`config.mk`:
```
export PLATFORM = sky130hd
export DESIGN_NAME = mdio_regs_flat
export DESIGN_NICKNAME = d
export VERILOG_FILES = /design/src/rtl/mdio_regs_pkg.sv /design/src/rtl/mdio_regs_if.sv /design/src/rtl/mdio_sync.sv /design/src/rtl/mdio_regs.sv /design/src/flat_wrapper.sv
export SDC_FILE = /design/constraint.sdc
export NUM_CORES = 1
export LEC_CHECK = 0
export BUFFER_PORTS_ARGS = -buffer_cell sky130_fd_sc_hd__clkbuf_2
export CAP_MARGIN = 20
export CORE_ASPECT_RATIO = 1.5
export CORE_MARGIN = 1.5
export CORE_UTILIZATION = 55
export CTS_BUF_LIST = sky130_fd_sc_hd__clkbuf_2 sky130_fd_sc_hd__clkbuf_4 sky130_fd_sc_hd__clkbuf_8
export CTS_CLUSTER_SIZE = 10
export DETAILED_ROUTE_END_ITERATION = 8
export GPL_ROUTABILITY_DRIVEN = 0
export PLACE_DENSITY = 0.72
export REMOVE_ABC_BUFFERS = 1
export SETUP_SLACK_MARGIN = 0.15
export SYNTH_ARGS = -nofsm -noshare
export SYNTH_HDL_FRONTEND = slang
export SYNTH_SLANG_ARGS = --single-unit
```
`constraint.sdc`:
```
create_clock -name clk -period 1.8 [get_ports clk]
set_input_delay 0.09 -clock clk [delete_from_list [all_inputs] [get_ports clk]]
set_output_delay 0.09 -clock clk [all_outputs]
set_load 0.05 [all_outputs]
```
`src/rtl/mdio_regs_pkg.sv`:
```
// rtl/mdio_regs_pkg.sv - Shared register map, bit indices and frame-state encoding for mdio_regs
package mdio_regs_pkg;

  localparam logic [4:0] REG_BMCR = 5'd0;
  localparam logic [4:0] REG_BMSR = 5'd1;
  localparam logic [4:0] REG_ID1  = 5'd2;
  localparam logic [4:0] REG_ID2  = 5'd3;
  localparam logic [4:0] REG_VCR  = 5'd16;

  localparam int BMCR_RESET    = 15;
  localparam int BMCR_LOOPBACK = 14;
  localparam int BMCR_SPEED    = 13;
  localparam int BMCR_DUPLEX   = 8;
  localparam int BMCR_COLTEST  = 7;

  localparam int BMSR_100FD  = 14;
  localparam int BMSR_100HD  = 13;
  localparam int BMSR_LINK   = 2;
  localparam int BMSR_EXTCAP = 0;

  localparam int VCR_LMTM   = 0;
  localparam int VCR_DTM    = 1;
  localparam int VCR_LOCKED = 8;

  localparam logic [5:0] PREAMBLE_LEN = 6'd32;
  localparam logic [1:0] OP_READ      = 2'b10;
  localparam logic [1:0] OP_WRITE     = 2'b01;

  typedef enum logic [2:0] {
    S_IDLE,
    S_ST,
    S_OP,
    S_PHYAD,
    S_REGAD,
    S_TA,
    S_DATA
  } frame_state_t;

endpackage

```
`src/rtl/mdio_regs_if.sv`:
```
// rtl/mdio_regs_if.sv - MDIO pad bundle between station management and the PHY slave
interface mdio_regs_if;
  logic mdc;
  logic mdio_i;
  logic mdio_o;
  logic mdio_oe;

  modport master (output mdc, output mdio_i, input mdio_o, input mdio_oe);
  modport slave  (input mdc, input mdio_i, output mdio_o, output mdio_oe);
endinterface

```
`src/rtl/mdio_sync.sv`:
```
// rtl/mdio_sync.sv - 2-flop synchronizers for MDC/MDIO and registered MDC rising-edge strobe
module mdio_sync (
  input  logic clk,
  input  logic rst_n,
  input  logic mdc,
  input  logic mdio_i,
  output logic mdc_rise,
  output logic mdio
);

  logic [1:0] mdc_ff;
  logic [1:0] mdio_ff;
  logic       mdc_d;

  always_ff @(posedge clk or negedge rst_n) begin
    if (!rst_n) begin
      mdc_ff   <= 2'b00;
      mdio_ff  <= 2'b11;
      mdc_d    <= 1'b0;
      mdc_rise <= 1'b0;
    end else begin
      mdc_ff   <= {mdc_ff[0], mdc};
      mdio_ff  <= {mdio_ff[0], mdio_i};
      mdc_d    <= mdc_ff[1];
      mdc_rise <= mdc_ff[1] & ~mdc_d;
    end
  end

  assign mdio = mdio_ff[1];

endmodule

```
`src/rtl/mdio_regs.sv`:
```
// rtl/mdio_regs.sv - Clause 22 MDIO slave with BMCR/BMSR/ID1/ID2 and optional VCR (PHY_TEST_REGS_EN)
module mdio_regs
  import mdio_regs_pkg::*;
#(
  parameter logic [4:0]  PHY_ADDR = 5'd0,
  parameter logic [21:0] OUI      = 22'h0,
  parameter logic [5:0]  MODEL    = 6'h0,
  parameter logic [3:0]  REVISION = 4'h0
) (
  input  logic       clk,
  input  logic       rst_n,
  mdio_regs_if.slave mif,
  input  logic       link_status,
  input  logic       locked,
  output logic       loopback,
  output logic       coltest,
  output logic       link_monitor_test_mode,
  output logic       descrambler_test_mode
);

`ifdef PHY_TEST_REGS_EN
  localparam bit TEST_REGS_EN = 1'b1;
`else
  localparam bit TEST_REGS_EN = 1'b0;
`endif

  logic mdc_rise;
  logic mdio_s;

  mdio_sync u_sync (
    .clk      (clk),
    .rst_n    (rst_n),
    .mdc      (mif.mdc),
    .mdio_i   (mif.mdio_i),
    .mdc_rise (mdc_rise),
    .mdio     (mdio_s)
  );

  frame_state_t state_q, state_d;
  logic [5:0]  pre_cnt_q, pre_cnt_d;
  logic [3:0]  bit_cnt_q, bit_cnt_d;
  logic        drop_q, drop_d;
  logic        is_read_q, is_read_d;
  logic        op_q, op_d;
  logic [3:0]  phyad_q, phyad_d;
  logic [4:0]  regad_q, regad_d;
  logic        latch_rd, ta_drive, rd_step, rd_end, wr_shift, wr_commit;

  logic [15:0] shreg_q;
  logic [15:0] rd_data;
  logic        mdio_o_q, mdio_oe_q;
  logic        loopback_q, coltest_q, link_lat_q;
  logic [1:0]  vcr_q;

  always_ff @(posedge clk or negedge rst_n) begin
    if (!rst_n) begin
      state_q   <= S_IDLE;
      pre_cnt_q <= '0;
      bit_cnt_q <= '0;
      drop_q    <= 1'b0;
      is_read_q <= 1'b0;
      op_q      <= 1'b0;
      phyad_q   <= '0;
      regad_q   <= '0;
    end else begin
      state_q   <= state_d;
      pre_cnt_q <= pre_cnt_d;
      bit_cnt_q <= bit_cnt_d;
      drop_q    <= drop_d;
      is_read_q <= is_read_d;
      op_q      <= op_d;
      phyad_q   <= phyad_d;
      regad_q   <= regad_d;
    end
  end

  always_comb begin
    state_d   = state_q;
    pre_cnt_d = pre_cnt_q;
    bit_cnt_d = bit_cnt_q;
    drop_d    = drop_q;
    is_read_d = is_read_q;
    op_d      = op_q;
    phyad_d   = phyad_q;
    regad_d   = regad_q;
    latch_rd  = 1'b0;
    ta_drive  = 1'b0;
    rd_step   = 1'b0;
    rd_end    = 1'b0;
    wr_shift  = 1'b0;
    wr_commit = 1'b0;
    if (mdc_rise) begin
      case (state_q)
        S_IDLE: begin
          if (mdio_s) begin
            if (pre_cnt_q != PREAMBLE_LEN) pre_cnt_d = pre_cnt_q + 6'd1;
          end else begin
            if (pre_cnt_q == PREAMBLE_LEN) state_d = S_ST;
            pre_cnt_d = '0;
          end
        end
        S_ST: begin
          state_d   = mdio_s ? S_OP : S_IDLE;
          bit_cnt_d = '0;
          drop_d    = 1'b0;
        end
        S_OP: begin
          op_d      = mdio_s;
          bit_cnt_d = bit_cnt_q + 4'd1;
          if (bit_cnt_q == 4'd1) begin
            state_d   = S_PHYAD;
            bit_cnt_d = '0;
            is_read_d = ({op_q, mdio_s} == OP_READ);
            if ({op_q, mdio_s} != OP_READ && {op_q, mdio_s} != OP_WRITE) drop_d = 1'b1;
          end
        end
        S_PHYAD: begin
          phyad_d   = {phyad_q[2:0], mdio_s};
          bit_cnt_d = bit_cnt_q + 4'd1;
          if (bit_cnt_q == 4'd4) begin
            state_d   = S_REGAD;
            bit_cnt_d = '0;
            if ({phyad_q, mdio_s} != PHY_ADDR) drop_d = 1'b1;
          end
        end
        S_REGAD: begin
          regad_d   = {regad_q[3:0], mdio_s};
          bit_cnt_d = bit_cnt_q + 4'd1;
          if (bit_cnt_q == 4'd4) begin
            state_d   = S_TA;
            bit_cnt_d = '0;
            latch_rd  = is_read_q && !drop_q;
          end
        end
        S_TA: begin
          bit_cnt_d = bit_cnt_q + 4'd1;
          if (bit_cnt_q == 4'd0) begin
            ta_drive = is_read_q && !drop_q;
          end else begin
            state_d   = S_DATA;
            bit_cnt_d = '0;
            rd_step   = is_read_q && !drop_q;
          end
        end
        S_DATA: begin
          bit_cnt_d = bit_cnt_q + 4'd1;
          wr_shift  = !is_read_q;
          if (bit_cnt_q == 4'd15) begin
            state_d   = S_IDLE;
            pre_cnt_d = '0;
            bit_cnt_d = '0;
            rd_end    = is_read_q && !drop_q;
            wr_commit = !is_read_q && !drop_q;
          end else begin
            rd_step = is_read_q && !drop_q;
          end
        end
        default: state_d = S_IDLE;
      endcase
    end
  end

  // Address is taken from regad_d so the register is latched on the same rise that completes REGAD.
  always_comb begin
    rd_data = '0;
    case (regad_d)
      REG_BMCR: begin
        rd_data[BMCR_LOOPBACK] = loopback_q;
        rd_data[BMCR_SPEED]    = 1'b1;
        rd_data[BMCR_DUPLEX]   = 1'b1;
        rd_data[BMCR_COLTEST]  = coltest_q;
      end
      REG_BMSR: begin
        rd_data[BMSR_100FD]  = 1'b1;
        rd_data[BMSR_100HD]  = 1'b1;
        rd_data[BMSR_LINK]   = link_lat_q;
        rd_data[BMSR_EXTCAP] = 1'b1;
      end
      REG_ID1: rd_data = OUI[21:6];
      REG_ID2: rd_data = {OUI[5:0], MODEL, REVISION};
      REG_VCR: begin
        if (TEST_REGS_EN) begin
          rd_data[VCR_LMTM]   = vcr_q[VCR_LMTM];
          rd_data[VCR_DTM]    = vcr_q[VCR_DTM];
          rd_data[VCR_LOCKED] = locked;
        end
      end
      default: rd_data = '0;
    endcase
  end

  always_ff @(posedge clk or negedge rst_n) begin
    if (!rst_n) begin
      shreg_q   <= '0;
      mdio_o_q  <= 1'b1;
      mdio_oe_q <= 1'b0;
    end else begin
      if (latch_rd)      shreg_q <= rd_data;
      else if (rd_step)  shreg_q <= {shreg_q[14:0], 1'b0};
      else if (wr_shift) shreg_q <= {shreg_q[14:0], mdio_s};
      if (ta_drive) begin
        mdio_oe_q <= 1'b1;
        mdio_o_q  <= 1'b0;
      end else if (rd_step) begin
        mdio_o_q  <= shreg_q[15];
      end else if (rd_end) begin
        mdio_oe_q <= 1'b0;
        mdio_o_q  <= 1'b1;
      end
    end
  end

  // On commit the written word is {shreg_q[14:0], mdio_s}: bit n lives in shreg_q[n-1].
  always_ff @(posedge clk or negedge rst_n) begin
    if (!rst_n) begin
      loopback_q <= 1'b0;
      coltest_q  <= 1'b0;
      link_lat_q <= 1'b0;
      vcr_q      <= '0;
    end else begin
      if (wr_commit && regad_q == REG_BMCR) begin
        if (shreg_q[BMCR_RESET-1]) begin
          loopback_q <= 1'b0;
          coltest_q  <= 1'b0;
        end else begin
          loopback_q <= shreg_q[BMCR_LOOPBACK-1];
          coltest_q  <= shreg_q[BMCR_COLTEST-1];
        end
      end
      if (TEST_REGS_EN && wr_commit && regad_q == REG_VCR) begin
        vcr_q[VCR_LMTM] <= mdio_s;
        vcr_q[VCR_DTM]  <= shreg_q[VCR_DTM-1];
      end
      if (!link_status)                         link_lat_q <= 1'b0;
      else if (rd_end && regad_q == REG_BMSR)   link_lat_q <= 1'b1;
    end
  end

  assign mif.mdio_o             = mdio_o_q;
  assign mif.mdio_oe            = mdio_oe_q;
  assign loopback               = loopback_q;
  assign coltest                = coltest_q;
  assign link_monitor_test_mode = vcr_q[VCR_LMTM];
  assign descrambler_test_mode  = vcr_q[VCR_DTM];

endmodule

```
`src/flat_wrapper.sv`:
```
// flat-port wrapper written by rule: the top's interface ports become plain ports
module mdio_regs_flat import mdio_regs_pkg::*;
#(
  parameter logic [4:0]  PHY_ADDR = 5'd0,
  parameter logic [21:0] OUI      = 22'h0,
  parameter logic [5:0]  MODEL    = 6'h0,
  parameter logic [3:0]  REVISION = 4'h0
)
  (clk, rst_n, link_status, locked, loopback, coltest, link_monitor_test_mode, descrambler_test_mode, mif_mdc, mif_mdio_i, mif_mdio_o, mif_mdio_oe);
  mdio_regs_if mif_i ();
  input  logic clk;
  input  logic rst_n;
  input  logic link_status;
  input  logic locked;
  output logic loopback;
  output logic coltest;
  output logic link_monitor_test_mode;
  output logic descrambler_test_mode;
  input wire logic [$bits(mif_i.mdc)-1:0] mif_mdc;
  input wire logic [$bits(mif_i.mdio_i)-1:0] mif_mdio_i;
  output wire logic [$bits(mif_i.mdio_o)-1:0] mif_mdio_o;
  output wire logic [$bits(mif_i.mdio_oe)-1:0] mif_mdio_oe;
  assign mif_i.mdc = mif_mdc;
  assign mif_i.mdio_i = mif_mdio_i;
  assign mif_mdio_o = mif_i.mdio_o;
  assign mif_mdio_oe = mif_i.mdio_oe;
  mdio_regs #(.PHY_ADDR(PHY_ADDR), .OUI(OUI), .MODEL(MODEL), .REVISION(REVISION)) u_core (.clk(clk), .rst_n(rst_n), .mif(mif_i), .link_status(link_status), .locked(locked), .loopback(loopback), .coltest(coltest), .link_monitor_test_mode(link_monitor_test_mode), .descrambler_test_mode(descrambler_test_mode));
endmodule
```
==> flow_summary.yaml, run 1 <==
power_and_ir_drop:
  leakagePower_nw: 1.64
  power.density_nw_per_um2: 592
  peakVddDrop_v: 0.000630
  total_power_mw: 2.22
synthesis:
  synth_most_common_cell: "dfrtp_1"
  synth_top_family_by_area: "simple AND/OR/NAND/NOR gates"
  synthTopCellsByArea: "dfrtp_1 (43%), mux2_2 (4.4%), mux2i_1 (3.9%)"
  syn-cell-area_um2: 2820
  synth_top_flop_cell: "dfrtp_1"
  synth-compound-area-share_pct: 16.2
  synth-seq-cells: 52
  yosysTopAreaCell: "dfrtp_1"
  netlist_top_cells_count: "dfrtp_1 (49), nand2_1 (22), nand3_1 (18)"
  synth_top_cell_area_share_pct: 43.4
  syn_avg_cell_area_um2: 10.4
  synthMuxAreaShare_pct: 8.29
  synth-xor-area-share_pct: 0
  synth_seq_area_share_pct: 46.2
  synthSimpleGateAreaFrac_pct: 20.4
  ys_warn_count: 2
  synth_edf_count: 0
  yosysUniqueCellTypes: 60
  async_flop_share_pct: 100
  synthAdderAreaFrac_pct: 2.66
  postSynthCellCount: 272
clocking:
  cts_sinks: 52
  ctsRootBufferMaster: "clkbuf_8"
  h-tree-depth: 2
  tritoncts: "done"
  clk_latency_ps: 320
  cts_buffer_depth: 2
  cts_inserted_buffers: 5
  clkTransAtPathRegs_ps: 100
route:
  drc_errors: 0
  first_pass_iters: 6
  totalWireLength_um: 6950
  drt-wirelength-per-cell_um: 17.4
  wl_met2_um: 3810
  wl_met1_um: 2670
  via_per_inst: 6.03
  drtIter0Drc: 140
  wl_met3_um: 244
  vias: 2413
  drtAntennaViolNets: 0
  routed.top_layer: "met4"
critical_path:
  critPathRequiredTime_ps: 2010
  path_max_fanout: 3
  endpoint_kind: "register"
  rrSetupSlack_ps: 6
  critPathArrivalTime_ps: 2010
  worstSetupPathType: "register to register"
  cp-start-kind: "register"
flow_run:
  cap_violations: 0
global_route:
  grt_overflow: 0
  antenna_found_initial: 0
  grt_max_degree: 53
  grtUsageTotal_pct: 25.4
  grt_pass1_vias: 2391
  grt_pass1_wl_um: 10700
placed_design:
  portBuffers: 8
  dp_hpwl_um: 4430
floorplanning:
  die_w_um: 61.5
  die-height_um: 90.8
  start_util_pct: 57.8
  io_pins: 12
  row_count: 31
  core-area_um2: 4890
  dieArea_um2: 5580
timing:
  period_share_pct: 99.7
  timing.fmax_mhz: 557
  tns_ps: 0
  maxSlewHeadroom_pct: 56.6
  worstMarginPinSlew_ps: 651
  final_max_slew_viol_count: 0
  skew_ps: 8.22
  hold_viol_final: 0
  rsz0062_at_grt: "true"
  fin_crit_ps: 1790
  setup_viol_count_final: 0
final_layout:
  nNetsFinal: 345
  diodes: 0
  syn_to_final_growth_pct: 32.9
  final_util_pct: 76.8
  drive_above_1_share_pct: 41.9
status:
  status: "complete, no violations"
min_path:
  hold_path.class: "register to register"
==> final cells by class <==
| class | instances | area [um2] |
|---|---|---|
| inverter | 17 | 63.8 |
| tap | 66 | 82.6 |
| fill | 338 | 1130 |
| multi-input combinational | 187 | 1620 |
| clock inverter | 3 | 50.0 |
| timing repair buffer | 70 | 562 |
| sequential | 52 | 1310 |
| clock buffer | 5 | 68.8 |
==> placed cells by master (no fill, tap or decap), types with 5 or more instances in the layout <==
cell type	netlist	layout
buf_4	4	48
dfrtp_1	49	47
nand2_1	22	21
nand3_1	18	16
inv_1	17	13
mux2i_1	11	11
mux2_2	11	9
buf_6	2	9
nor2_1	11	8
clkbuf_2	0	8
o21ai_1	1	6
o211ai_1	5	5
nor4_1	5	5
a21oi_1	5	5
nand4_1	5	5
o21ai_0	11	5
clkbuf_8	0	5
==> per-stage QoR <==
stage          cell area, um2  setup WS (ps)  std cells  hold slack (ps)
2_1_floorplan            2720           -654        255             -206
3_3_place_gp             3150          -73.1        369              178
3_5_place_dp             3150           -153        369              182
4_1_cts                  3510           47.2        392              363
5_1_grt                  3750          -87.0        400              364
6_report                 3750           5.66        400              362
==> cell families after synthesis <==
| kind of cell | after synthesis |
|---|---|
| fa+ha+maj | 6 |
| flops | 52 |
| simple gates | 98 |
| buf+inv | 35 |
| mux | 22 |
| compound gates | 58 |
| other cells | 1 |
==> what timing repair did <==
action,CTS,global route
setup buffers,10,8
gates cloned,1,0
endpoints found under the setup margin,40,38
gates resized for setup,29,40
hold buffers,4,0
pin swaps,9,17
hold endpoints to repair,52,0
==> worst paths after layout <==
path / from / end / depth (start not counted)
hold / removal: u_core.u_sync.mdio_ff[0]$_DFF_PN1_ / u_core.u_sync.mdio_ff[1]$_DFF_PN1_ / 0
setup / recovery: u_core.bit_cnt_q[1]$_DFFE_PN0P_ / u_core.state_q[0]$_DFFE_PN0P_ / 6
hold reg to reg: u_core.u_sync.mdio_ff[0]$_DFF_PN1_ / u_core.u_sync.mdio_ff[1]$_DFF_PN1_ / 0
max in group asynchronous: rst_n / u_core.bit_cnt_q[3]$_DFFE_PN0P_ / 3
setup reg to reg: u_core.bit_cnt_q[1]$_DFFE_PN0P_ / u_core.state_q[0]$_DFFE_PN0P_ / 6
min in group asynchronous: rst_n / u_core.pre_cnt_q[2]$_DFFE_PN0P_ / 3
==> registers in the layout, indices dropped and copies added (netlist names), 2 cells and up <==
name                   cells
u_core.regad_q             5
u_core.shreg_q            16
u_core.state_q             3
u_core.bit_cnt_q           4
u_core.u_sync.mdio_ff      2
u_core.phyad_q             4
u_core.pre_cnt_q           6
u_core.u_sync.mdc_ff       2
==> where the power goes <==
| part | switching [mW] | internal [mW] | leakage, nW |
|---|---|---|---|
| Sequential | 0.0150 | 1.19 | 0.702 |
| Clock | 0.439 | 0.429 | 0.0607 |
| Combinational | 0.0857 | 0.0683 | 0.874 |
==> critical path, stage by stage, from the launching register on <==
cell and delay [ps]:
dfrtp_1 410, inv_2 110, ha_2 190, nor4b_4 290
a311oi_4 80, nor4_4 270, mux2_4 330
==> routing by layer <==
| metal | track usage [%] | vias up |
|---|---|---|
| met3 | 3.30 | 24 |
| met5 | 0 | - |
| met2 | 42.9 | 59 |
| met1 | 31.4 | 1211 |
| met4 | 10.3 | 0 |
| li1 | - | 1119 |
Note: power is estimated with default switching activity, not from simulation.
==> run 2, diff against run 1 <==
--- a/config.mk
+++ b/config.mk
@@ -6,7 +6,7 @@
 export NUM_CORES = 1
 export LEC_CHECK = 0
 export BUFFER_PORTS_ARGS = -buffer_cell sky130_fd_sc_hd__clkbuf_2
-export CAP_MARGIN = 20
+export CAP_MARGIN = 30
 export CORE_ASPECT_RATIO = 1.5
 export CORE_MARGIN = 1.5
 export CORE_UTILIZATION = 55
@@ -14,7 +14,7 @@
 export CTS_CLUSTER_SIZE = 10
 export DETAILED_ROUTE_END_ITERATION = 8
 export GPL_ROUTABILITY_DRIVEN = 0
-export PLACE_DENSITY = 0.72
+export PLACE_DENSITY = 0.69
 export REMOVE_ABC_BUFFERS = 1
 export SETUP_SLACK_MARGIN = 0.15
 export SYNTH_ARGS = -nofsm -noshare
==> constraint.sdc (replaced) <==
create_clock -name clk -period 1.9 [get_ports clk]
set_input_delay 0.095 -clock clk [delete_from_list [all_inputs] [get_ports clk]]
set_output_delay 0.095 -clock clk [all_outputs]
set_load 0.05 [all_outputs]
==> flow_summary.yaml, run 2 (synthesized netlist as in run 1, its figures left out) <==
flow_run:
  cap_violations: 0
power_and_ir_drop:
  peakVddDrop_v: 0.000534
  total_power_mw: 2.07
  leakagePower_nw: 1.58
  power.density_nw_per_um2: 576
final_layout:
  fin_area_um2: 3600
  largest_register_ffs: 16
  nFillCells: 363
  nNetsFinal: 333
  drive_above_1_share_pct: 36.3
  syn_to_final_growth_pct: 27.5
  layout.cells.non_filler: 388
  multi_input_area_um2: 1530
  final_util_pct: 73.7
  mostFrequentLayoutCells: "dfrtp_1 (45), buf_4 (34), nand2_1 (21), nand3_1 (17), inv_1 (14)"
  final_common_cell: "dfrtp_1"
  diodes: 0
  reg_top3: "u_core.shreg_q: 16 flops, u_core.pre_cnt_q: 6 flops, u_core.regad_q: 5 flops"
  register_area_um2: 1310
  top_register: "u_core.shreg_q"
global_route:
  grtUsageTotal_pct: 24.1
  grt_pass1_wl_um: 10300
  antenna_found_initial: 0
  grt_overflow: 0
  grt_max_degree: 33
  grt_pass1_vias: 2217
placed_design:
  dpl_cell_area_um2: 3080
  dp_cells: 357
  dp_hpwl_um: 4390
  pre_cts_slack_ps: -34.1
  portBuffers: 8
clocking:
  cts_buffer_depth: 2
  cts_sinks: 52
  ctsRootBufferMaster: "clkbuf_8"
  h-tree-depth: 2
  cts_inserted_buffers: 5
  tritoncts: "done"
  clk_latency_ps: 310
  clkTransAtPathRegs_ps: 100
timing:
  setup_viol_count_final: 0
  fin_crit_ps: 1840
  timing.fmax_mhz: 542
  tns_ps: 0
  final_max_slew_viol_count: 0
  hold_viol_final: 0
  maxSlewHeadroom_pct: 60.4
  period_share_pct: 97.0
  layout_setup_ws_ps: 56.4
  worstMarginPinSlew_ps: 595
  rsz0062_at_grt: "true"
  skew_ps: 10.4
  whs_ps: 304
critical_path:
  critPathArrivalTime_ps: 2040
  cp-start-kind: "register"
  worstSetupPathType: "register to register"
  critPathRequiredTime_ps: 2100
  path_max_fanout: 4
  endpoint_kind: "register"
route:
  drt-wirelength-per-cell_um: 17.3
  drtAntennaViolNets: 0
  drtIter0Drc: 151
  drc_errors: 0
  via_per_inst: 6.03
  totalWireLength_um: 6710
  vias: 2341
  first_pass_iters: 4
floorplanning:
  row_count: 31
  io_pins: 12
  die-height_um: 90.8
  core-area_um2: 4890
  start_util_pct: 57.8
  die_w_um: 61.5
  dieArea_um2: 5580
status:
  status: "complete, no violations"
min_path:
  hold_path.class: "input port to async pin"
==> run 2: routing by layer <==
metal / vias to the layer above / GRT usage [%] / wire length [um]
li1: 1096 / - / -
met1: 1175 / 30.2 / 2660
met2: 53 / 39.7 / 3670
met3: 17 / 3.30 / 197
met4: 0 / 10.6 / 185
met5: - / 0 / 0
==> run 2: repair_timing <==
action | in CTS | in global routing
endpoints found under the setup margin | 26 | 35
gates cloned | 0 | 1
resized for setup | 20 | 30
endpoints found under the hold margin | 21 | 1
pin swaps | 5 | 10
buffers inserted | 6 | 12
hold buffers | 3 | 1
==> run 2: power breakdown <==
| part | internal [mW] | switching [mW] |
|---|---|---|
| Sequential | 1.12 | 0.0157 |
| Clock | 0.431 | 0.373 |
| Combinational | 0.0537 | 0.0763 |
==> run 2: layout make-up <==
type / instances / share of cell area [%]
clock inverter: 2 / 1.08
multi-input combinational: 187 / 42.4
tap: 66 / 2.29
inverter: 17 / 1.77
timing repair buffer: 58 / 13.8
sequential: 52 / 36.4
clock buffer: 6 / 2.29
==> run 2: worst max-delay path: stages, from the launching register on <==
cell,delay [ps]
dfrtp_2,450
inv_2,90
ha_4,160
nand2b_1,70
and3_1,210
nor4_4,410
mux2_4,330
==> run 2: worst paths after layout <==
kind                            slack (ps)                          startpoint                                  to  cells after the start
min in group clk                       360  u_core.u_sync.mdio_ff[0]$_DFF_PN1_  u_core.u_sync.mdio_ff[1]$_DFF_PN1_                      0
worst min-delay path                   300                               rst_n     u_core.pre_cnt_q[2]$_DFFE_PN0P_                      2
worst max-delay path                    60     u_core.bit_cnt_q[0]$_DFFE_PN0P_       u_core.state_q[1]$_DFFE_PN0P_                      6
worst min register to register         360  u_core.u_sync.mdio_ff[0]$_DFF_PN1_  u_core.u_sync.mdio_ff[1]$_DFF_PN1_                      0
max in group asynchronous              950                               rst_n  u_core.u_sync.mdio_ff[0]$_DFF_PN1_                      3
worst max register to register          60     u_core.bit_cnt_q[0]$_DFFE_PN0P_       u_core.state_q[1]$_DFFE_PN0P_                      6
==> run 3, diff against run 2 <==
--- a/config.mk
+++ b/config.mk
@@ -9,14 +9,15 @@
 export CAP_MARGIN = 30
 export CORE_ASPECT_RATIO = 1.5
 export CORE_MARGIN = 1.5
-export CORE_UTILIZATION = 55
+export CORE_UTILIZATION = 64
 export CTS_BUF_LIST = sky130_fd_sc_hd__clkbuf_2 sky130_fd_sc_hd__clkbuf_4 sky130_fd_sc_hd__clkbuf_8
 export CTS_CLUSTER_SIZE = 10
 export DETAILED_ROUTE_END_ITERATION = 8
 export GPL_ROUTABILITY_DRIVEN = 0
-export PLACE_DENSITY = 0.69
+export PLACE_DENSITY = 0.79
 export REMOVE_ABC_BUFFERS = 1
 export SETUP_SLACK_MARGIN = 0.15
+export SLEW_MARGIN = 10
 export SYNTH_ARGS = -nofsm -noshare
 export SYNTH_HDL_FRONTEND = slang
 export SYNTH_SLANG_ARGS = --single-unit
==> flow_summary.yaml, run 3 (synthesized netlist as in run 1, its figures left out) <==
critical_path:
  critPathRequiredTime_ps: 2100
  crit_chain: "nor3_1 > buf_4 > a22oi_2 > nor4_4 > mux2_4"
  critPathArrivalTime_ps: 2000
  worstSetupPathType: "register to register"
  endpoint_kind: "register"
  path_delay_family: "simple AND/OR/NAND/NOR gates"
  path_max_fanout: 5
  cp-start-kind: "register"
  max_stage_delay_ps: 440
  cp_slowest_cell: "dfrtp_1"
  timing.critical_path.buf_inv: 1
timing:
  hold_viol_final: 0
  tns_ps: 0
  rsz0062_at_grt: "true"
  maxSlewHeadroom_pct: 56.0
  fin_crit_ps: 1800
  final_max_slew_viol_count: 0
  timing.fmax_mhz: 554
  layout_setup_ws_ps: 96.2
  whs_ps: 9.89
  skew_ps: 11.5
  period_share_pct: 94.9
  worstMarginPinSlew_ps: 660
  setup_viol_count_final: 0
floorplanning:
  row_count: 29
  dieArea_um2: 4830
  die-height_um: 84.4
  start_util_pct: 66.5
  io_pins: 12
  core-area_um2: 4250
  die_w_um: 57.2
final_layout:
  final_util_pct: 81.5
  syn_to_final_growth_pct: 22.5
  top_register: "u_core.shreg_q"
  largest_register_ffs: 16
  diodes: 0
  nNetsFinal: 328
  fin_area_um2: 3460
  final_common_cell: "dfrtp_1"
  nFillCells: 254
  layout.cells.non_filler: 363
  drive_above_1_share_pct: 34.7
  mostFrequentLayoutCells: "dfrtp_1 (46), buf_4 (38), nand2_1 (22), nand3_1 (17), inv_1 (13)"
  reg_top3: "u_core.shreg_q: 16 flops, u_core.pre_cnt_q: 6 flops, u_core.regad_q: 5 flops"
power_and_ir_drop:
  power.density_nw_per_um2: 603
  peakVddDrop_v: 0.000787
  total_power_mw: 2.08
  leakagePower_nw: 1.53
route:
  drt-wirelength-per-cell_um: 18.8
  totalWireLength_um: 6810
  via_per_inst: 6.47
  drtIter0Drc: 107
  vias: 2347
  first_pass_iters: 4
  drc_errors: 0
  drtAntennaViolNets: 0
clocking:
  clk_latency_ps: 310
  clkTransAtPathRegs_ps: 100
  ctsRootBufferMaster: "clkbuf_8"
  h-tree-depth: 2
  cts_buffer_depth: 2
  tritoncts: "done"
  cts_inserted_buffers: 5
  cts_sinks: 52
placed_design:
  pre_cts_slack_ps: -86.9
  dp_hpwl_um: 4040
  dp_cells: 331
  dpl_cell_area_um2: 2990
  portBuffers: 8
status:
  status: "complete, no violations"
global_route:
  grt_pass1_wl_um: 10500
  grt_pass1_vias: 2376
  antenna_found_initial: 0
  grt_overflow: 0
  grtUsageTotal_pct: 27.9
  grt_max_degree: 53
flow_run:
  cap_violations: 0
min_path:
  hold_path.class: "input port to register"
## run 3: worst paths after layout
check | cells past startpoint | slack (ps) | start | to
max reg2reg | 5 | 100 | u_core.pre_cnt_q[3]$_DFFE_PN0P_ | u_core.state_q[0]$_DFFE_PN0P_
max | 5 | 100 | u_core.pre_cnt_q[3]$_DFFE_PN0P_ | u_core.state_q[0]$_DFFE_PN0P_
min in group asynchronous | 3 | 420 | rst_n | u_core.pre_cnt_q[0]$_DFFE_PN0P_
max in group asynchronous | 3 | 980 | rst_n | u_core.bit_cnt_q[3]$_DFFE_PN0P_
min | 2 | 10 | link_status | u_core.link_lat_q$_DFFE_PN0P_
min reg2reg | 0 | 360 | u_core.u_sync.mdio_ff[0]$_DFF_PN1_ | u_core.u_sync.mdio_ff[1]$_DFF_PN1_
## run 3: final cells by class
class | instances | area (um2) | area share [%]
clock inverters | 2 | 38.8 | 1.12
clock buffers | 6 | 82.6 | 2.39
inverters | 17 | 63.8 | 1.85
well taps | 46 | 57.6 | 1.66
repair buffers | 53 | 418 | 12.1
multi-input cells | 187 | 1490 | 43.1
flip-flops and latches | 52 | 1310 | 37.8
## run 3: timing repair
action	4_1_cts	5_1_grt
setup endpoints to repair	31	33
endpoints found under the hold margin	51	0
pin swaps	3	7
setup buffers	15	5
cloned	0	1
hold buffers	3	0
gates resized for setup	25	13
## run 3: where the power goes
part | leakage [nW] | internal, mW | total [mW] | switching [mW]
clock network | 0.0614 | 0.431 | 0.802 | 0.371
logic | 0.767 | 0.0624 | 0.142 | 0.0797
registers | 0.701 | 1.12 | 1.14 | 0.0157
## run 3: per-layer routing
layer / wire length [um] / up-vias / track usage [%] / share of wire (%)
li1: - / 1085 / - / -
met1: 2660 / 1166 / 32.0 / 39
met2: 3700 / 71 / 50.7 / 54
met3: 245 / 25 / 4.78 / 3.6
met4: 201 / 0 / 10.8 / 3.0
met5: 0 / - / 0 / 0
